<file path="src/rtl/adder_arbiter.sv">
// -----------------------------------------------------------------------------
// adder_arbiter
//
// Shares a single combinational Prefix_adder between NREQ requesters. One
// request is accepted at a time. Its operands are registered and run through
// the adder. The sum and carry are then returned, tagged with the requester
// ID, on a response channel.
//
// Handshake semantics (both channels): a transfer happens on a rising clock
// edge where valid and ready are both high. A requester holds valid and its
// data stable until it sees ready. The arbiter holds the response fields stable
// while o_RSP_VALID is high and i_RSP_READY is low.
//
// Ports
//   i_CLK        clock, rising edge
//   i_RST_N      asynchronous active-low reset
//   i_REQ_VALID  [NREQ]        per-requester request valid
//   o_REQ_READY  [NREQ]        per-requester accept (one-hot or zero)
//   i_REQ_A      [NREQ*WIDTH]  operand A, requester k at [k*WIDTH +: WIDTH]
//   i_REQ_B      [NREQ*WIDTH]  operand B, same packing
//   i_REQ_CI     [NREQ]        carry-in per requester
//   o_RSP_VALID  response valid
//   i_RSP_READY  response consumer ready
//   o_RSP_SUM    [WIDTH]       registered sum
//   o_RSP_CO     registered carry-out
//   o_RSP_ID     [IDW]         requester that owns the response
//   o_DBG_STATE  [2]           FSM state (0 idle, 1 calc, 2 resp)
// -----------------------------------------------------------------------------

// -----------------------------------------------------------------------------
// Prefix_adder
//
// Kogge-Stone parallel-prefix adder. The carry-in is folded into the bit-0
// generate term. After the prefix tree, g[i] is therefore the carry out of bit i.
//
// Ports
//   a, b  [WIDTH]  operands
//   ci             carry-in
//   sum   [WIDTH]  (a + b + ci) mod 2^WIDTH
//   co             carry out of the top bit
// -----------------------------------------------------------------------------
module Prefix_adder #(
   parameter int WIDTH = 64
) (
   input  logic [WIDTH-1:0] a,
   input  logic [WIDTH-1:0] b,
   input  logic             ci,
   output logic [WIDTH-1:0] sum,
   output logic             co
);

   localparam int LEVELS = (WIDTH > 1) ? $clog2(WIDTH) : 1;

   logic [WIDTH-1:0] p0;
   logic [WIDTH-1:0] g;
   logic [WIDTH-1:0] p;
   logic [WIDTH-1:0] g_n;
   logic [WIDTH-1:0] p_n;
   logic [WIDTH-1:0] carry;

   always_comb begin
      p0    = a ^ b;
      g     = a & b;
      g[0]  = g[0] | (p0[0] & ci);
      p     = p0;
      g_n   = '0;
      p_n   = '0;
      carry = '0;

      // Each level combines every bit with the group 2^lv positions below it.
      for (int lv = 0; lv < LEVELS; lv++) begin
         g_n = g;
         p_n = p;
         for (int i = 0; i < WIDTH; i++) begin
            if (i >= (1 << lv)) begin
               g_n[i] = g[i] | (p[i] & g[i - (1 << lv)]);
               p_n[i] = p[i] & p[i - (1 << lv)];
            end
         end
         g = g_n;
         p = p_n;
      end

      carry[0] = ci;
      for (int i = 1; i < WIDTH; i++) begin
         carry[i] = g[i-1];
      end

      sum = p0 ^ carry;
      co  = g[WIDTH-1];
   end

endmodule

module adder_arbiter #(
   parameter  int WIDTH = 64,
   parameter  int NREQ  = 4,
   localparam int IDW   = $clog2(NREQ)
) (
   input  logic                  i_CLK,
   input  logic                  i_RST_N,
   input  logic [NREQ-1:0]       i_REQ_VALID,
   output logic [NREQ-1:0]       o_REQ_READY,
   input  logic [NREQ*WIDTH-1:0] i_REQ_A,
   input  logic [NREQ*WIDTH-1:0] i_REQ_B,
   input  logic [NREQ-1:0]       i_REQ_CI,
   output logic                  o_RSP_VALID,
   input  logic                  i_RSP_READY,
   output logic [WIDTH-1:0]      o_RSP_SUM,
   output logic                  o_RSP_CO,
   output logic [IDW-1:0]        o_RSP_ID,
   output logic [1:0]            o_DBG_STATE
);

   typedef enum logic [1:0] {
      S_IDLE = 2'd0,
      S_CALC = 2'd1,
      S_RESP = 2'd2
   } state_t;

   state_t           state_q;
   state_t           state_d;

   logic [IDW-1:0]   ptr_q;
   logic [IDW-1:0]   cand;
   logic [IDW-1:0]   win;
   logic             found;
   logic             accept;
   logic [NREQ-1:0]  req_ready;

   logic [WIDTH-1:0] sel_a;
   logic [WIDTH-1:0] sel_b;
   logic             sel_ci;

   logic [WIDTH-1:0] op_a_q;
   logic [WIDTH-1:0] op_b_q;
   logic             op_ci_q;
   logic [IDW-1:0]   op_id_q;

   logic [WIDTH-1:0] add_sum;
   logic             add_co;

   logic             rsp_valid_q;
   logic [WIDTH-1:0] rsp_sum_q;
   logic             rsp_co_q;
   logic [IDW-1:0]   rsp_id_q;

   // Round-robin search starting one past the last winner. The modulo keeps
   // the search correct when NREQ is not a power of two.
   always_comb begin
      found = 1'b0;
      win   = '0;
      cand  = '0;
      for (int k = 1; k <= NREQ; k++) begin
         cand = IDW'((int'(ptr_q) + k) % NREQ);
         if (!found && i_REQ_VALID[cand]) begin
            found = 1'b1;
            win   = cand;
         end
      end
   end

   // Operand mux for the winning requester.
   always_comb begin
      sel_a  = '0;
      sel_b  = '0;
      sel_ci = 1'b0;
      for (int k = 0; k < NREQ; k++) begin
         if (win == IDW'(k)) begin
            sel_a  = i_REQ_A[k*WIDTH +: WIDTH];
            sel_b  = i_REQ_B[k*WIDTH +: WIDTH];
            sel_ci = i_REQ_CI[k];
         end
      end
   end

   // Ready depends only on state and request valids. A grant is therefore
   // also a completed handshake.
   always_comb begin
      req_ready = '0;
      accept    = 1'b0;
      if (state_q == S_IDLE && found) begin
         req_ready[win] = 1'b1;
         accept         = 1'b1;
      end
   end

   // FSM state register
   always_ff @(posedge i_CLK or negedge i_RST_N) begin
      if (!i_RST_N) begin
         state_q <= S_IDLE;
      end else begin
         state_q <= state_d;
      end
   end

   // FSM next state
   always_comb begin
      state_d = state_q;
      case (state_q)
         S_IDLE:  if (accept) state_d = S_CALC;
         S_CALC:  state_d = S_RESP;
         S_RESP:  if (i_RSP_READY) state_d = S_IDLE;
         default: state_d = S_IDLE;
      endcase
   end

   Prefix_adder #(
      .WIDTH (WIDTH)
   ) u_adder (
      .a   (op_a_q),
      .b   (op_b_q),
      .ci  (op_ci_q),
      .sum (add_sum),
      .co  (add_co)
   );

   // Operand and response registers. Reset in CALC or RESP clears the
   // response valid, so an in-flight request never produces a response.
   always_ff @(posedge i_CLK or negedge i_RST_N) begin
      if (!i_RST_N) begin
         ptr_q       <= IDW'(NREQ - 1);
         op_a_q      <= '0;
         op_b_q      <= '0;
         op_ci_q     <= 1'b0;
         op_id_q     <= '0;
         rsp_valid_q <= 1'b0;
         rsp_sum_q   <= '0;
         rsp_co_q    <= 1'b0;
         rsp_id_q    <= '0;
      end else begin
         if (accept) begin
            op_a_q  <= sel_a;
            op_b_q  <= sel_b;
            op_ci_q <= sel_ci;
            op_id_q <= win;
            ptr_q   <= win;
         end
         if (state_q == S_CALC) begin
            rsp_sum_q   <= add_sum;
            rsp_co_q    <= add_co;
            rsp_id_q    <= op_id_q;
            rsp_valid_q <= 1'b1;
         end else if (state_q == S_RESP && i_RSP_READY) begin
            rsp_valid_q <= 1'b0;
         end
      end
   end

   assign o_REQ_READY = req_ready;
   assign o_RSP_VALID = rsp_valid_q;
   assign o_RSP_SUM   = rsp_sum_q;
   assign o_RSP_CO    = rsp_co_q;
   assign o_RSP_ID    = rsp_id_q;
   assign o_DBG_STATE = state_q;

endmodule
</file>
<file path="config.mk">
export PLATFORM = sky130hd
export DESIGN_NAME = adder_arbiter
export DESIGN_NICKNAME = d
export VERILOG_FILES = /design/src/rtl/adder_arbiter.sv
export SDC_FILE = /design/constraint.sdc
export NUM_CORES = 1
export LEC_CHECK = 0
export CAP_MARGIN = 20
export CORE_AREA = 2 2 229 231
export CTS_CLUSTER_DIAMETER = 60
export DETAILED_ROUTE_END_ITERATION = 10
export DIE_AREA = 0 0 231 233
export SLEW_MARGIN = 0
export SYNTH_ARGS = -nofsm -noshare
export SYNTH_HDL_FRONTEND = slang
export SYNTH_HIERARCHICAL = 1
export SYNTH_SLANG_ARGS = --single-unit
</file>
<file path="constraint.sdc">
create_clock -name i_CLK -period 3.7 [get_ports i_CLK]
set_input_delay 0.37 -clock i_CLK [delete_from_list [all_inputs] [get_ports i_CLK]]
set_output_delay 0.37 -clock i_CLK [all_outputs]
set_load 0.01 [all_outputs]
</file>
==> metrics <==
CTS tree built; # setup viols final 0; DRC violations left 0; Setup TNS 0 ns; most common cell after layout, fill and taps aside clkdlybuf4s50_1; antenna cells 0; Pre-Repair DR Iteration Count 5; leading cell types in the layout, fill and taps excluded clkdlybuf4s50_1 (595), nand2_1 (398), dfrtp_1 (201), a21oi_1 (115), and3_1 (103); die area ~0.054 mm2; Sink Count ~200; Setup CP Type register to register; Setup WS post-layout 0.0277 ns; Top FF cell, synth dfrtp_1; Syn Inst Count 1683; number of global-route vias before repair roughly 16000; CP arrival 4.11 ns; Total Power approximately 22 mW; relative slew slack 27.6%; core area 0.0511 mm2; Pint roughly 12 mW; Critical Path RT approximately 4.1 ns; initial antenna violation count 3; startpoint types register; Cell Area, Synth ~0.014 mm2; Clock Skew between 0.01 and 0.015 ns; Final Hold Vio Count 0; total net switching power 10.2 mW; post-layout utilization of the core 43.4%; clk slew on worst S/H paths around 0.06 ns; Cell Chain, Critical Path fa_2 > fa_2 > a211oi_2 > o211ai_1 > a21oi_1 > buf_4 > nor4b_2 > o21bai_1 > buf_4 > a21oi_2 > a311o_1 > o21a_2 > a31oi_2 > xnor2_1 > mux2_4; DRT iter0 DRCs between 800 and 900; post-synthesis cell type count roughly 70; Critical-path top delay cell dfrtp_1; worst r2r dst o_RSP_SUM[52]; status finished clean; Place WS -0.160 ns; Root Driver clkbuf_16; CTS H-tree depth 1; asr flop ratio synth 100%; Num CTS Buffers 29; minimum clock period 3.67 ns; first-pass GRT wire length approximately 93000 um; Ys Warns 6; Post-Route WL about 63000 um; Final ANT Viol Nets 0; Slew Limit Fails 0; Power Density approximately 1000 mW/mm2; placed inst area about 0.021 mm2; Total GRT Usage between 20% and 30%; Worst path depth 15; Worst path max stage delay about 0.41 ns; Seq/Total Area, Yosys between 30% and 40%; Top delay family on crit path compound AO/OA/AOI/OAI gates; layout cells sized above 1 under 10%; post-synthesis area per instance around 8.5 um2; global-route track usage on met2 roughly two fifths; gr busiest metal met2; Synth Register Bits 203; R2R Setup Slk 0.03 ns; part of the cycle the worst path needs 99.3%; RSZ-0062 raised after global routing true; max cap viols 0; worst vdd ir about 0.7 mV; clock group share of total power 13.4%; GR Util met3 3.50%; Routed WL per cell around 22 um; Max FO, Critical Path 3; P_leak around 9.4 nW; Congestion Overflow GR 0; GP Congestion between 0.8 and 0.9; maximum operating frequency 272 MHz; Worst Path Buf+Inv 2; worst hold path type input pin to asynchronous set/reset pin; die height between 200 and 250 um; die span in x 231 um; met1 GRT Util between 20% and 30%; EDFF count, synth 0; synthesis-to-finish area growth 55.0%; Slew @ Worst Pin between 1 and 1.5 ns; worst-skew pair later-pin latency 0.56 ns; mean number of vias per cell 5.26; # IOs between 500 and 600; Reg2Reg Depth 15; I/O Buffers between 500 and 600; hpwl dp ~48000 um; FILL cells a little over 5000; critical path capture point type register; Comb power frac between 60 and 70%; Sw Share 45.7%; Seq pwr share 19.5%; reg2reg start op_a_q[0]; total number of vias roughly 15000; fin area ~0.022 mm2; syn_nets between 2000 and 2500; largest net degree at the start of global routing between 100 and 150; Initial Util between 20 and 30%; maximum root-to-sink buffer count 3; site row count 83; nets approximately 2800
-- synth_stat cells (37+ instances only) --
cell type / number / share of area (%)
o22a_1: 37 / 2.3
o221ai_1: 93 / 5.7
o21ai_1: 78 / 2.7
ha_1: 63 / 5.5
clkbuf_1: 52 / 1.4
nor2_1: 41 / 1.1
a21oi_1: 118 / 4.1
a21o_1: 45 / 2.4
and3_1: 103 / 4.5
buf_2: 53 / 1.9
nand2_1: 398 / 10
dfrtp_1: 201 / 35
mux2_2: 67 / 5.3
o21ai_0: 57 / 2.0
a221o_1: 39 / 2.7
-- how the worst max path moves through the flow --
stage                    from             to  slack, ns
detailed placement  op_a_q[0]  o_RSP_SUM[59]      -0.16
CTS                 op_a_q[0]  o_RSP_SUM[48]       0.01
global placement    op_a_q[0]  o_RSP_SUM[48]      -0.09
finish              op_a_q[0]  o_RSP_SUM[52]       0.03
global route        op_a_q[0]  o_RSP_SUM[52]      -0.06
floorplan           op_a_q[0]  o_RSP_SUM[48]       0.23
-- layout make-up --
class                   instances  area [um2]  area share, %
clock buffers                  34         785           3.54
clock inverters                18         243           1.09
well taps                     680         851           3.84
repair buffers                643        6430           29.0
flip-flops and latches        203        5080           22.9
multi-input cells            1339        8720           39.3
inverters                      17        66.3          0.299
-- flip-flops by register name (all words and copies together), names as in the netlist --
register and flops:
o_RSP_ID 2, op_a_q 64, o_DBG_STATE 2, op_id_q 2
ptr_q 2, o_RSP_CO 1, op_b_q 64, o_RSP_VALID 1
o_RSP_SUM 64, op_ci_q 1
-- per-layer routing --
layer / share of wire (%) / wire length (um)
met2: 48 / 30500
met3: 6.3 / 3990
met1: 43 / 27100
met4: 2.6 / 1660
met5: 0.025 / 16
-- worst register-to-register path, stage by stage, from the launching register on --
cell,delay (ns)
dfrtp_1,0.41
fa_2,0.41
fa_2,0.38
a211oi_2,0.25
o211ai_1,0.15
a21oi_1,0.21
buf_4,0.18
nor4b_2,0.06
o21bai_1,0.14
buf_4,0.16
a21oi_2,0.06
a311o_1,0.32
o21a_2,0.27
a31oi_2,0.22
xnor2_1,0.09
mux2_4,0.26
-- cell families after synthesis --
kind of cell | synth area share [%]
multiplexers | 5.27
XOR/XNOR | 3.61
adder cells (fa/ha/maj) | 5.79
flip-flops | 35.5
buffers and inverters | 4.62
AO/OA/AOI/OAI | 26.0
AND/OR/NAND/NOR | 19.1
-- repair_timing --
item | in CTS | in global routing
endpoints found under the hold margin | 67 | 0
pin swaps | 6 | 11
hold buffers | 1 | 0
setup endpoints to repair | 15 | 15
resized for setup | 5 | 15
setup buffers | 0 | 5
-- power by group through the flow --
stage	registers [mW]	clock network, mW	logic, mW
3_5_place_dp	4.38	0	14.6
4_1_cts	4.36	3.04	14.7
3_3_place_gp	4.33	0	14.5
6_report	4.33	2.97	14.9
2_1_floorplan	4.20	0	9.47
5_1_grt	4.48	3.15	16.3
-- stage by stage --
step	instances	hold WS, ns
floorplan	1683	0.0744
global route	2934	0.384
detailed placement	2876	0.367
CTS	2929	0.384
finish	2934	0.355
global placement	2876	0.360
No activity file was read; power rests on OpenSTA's default activity.
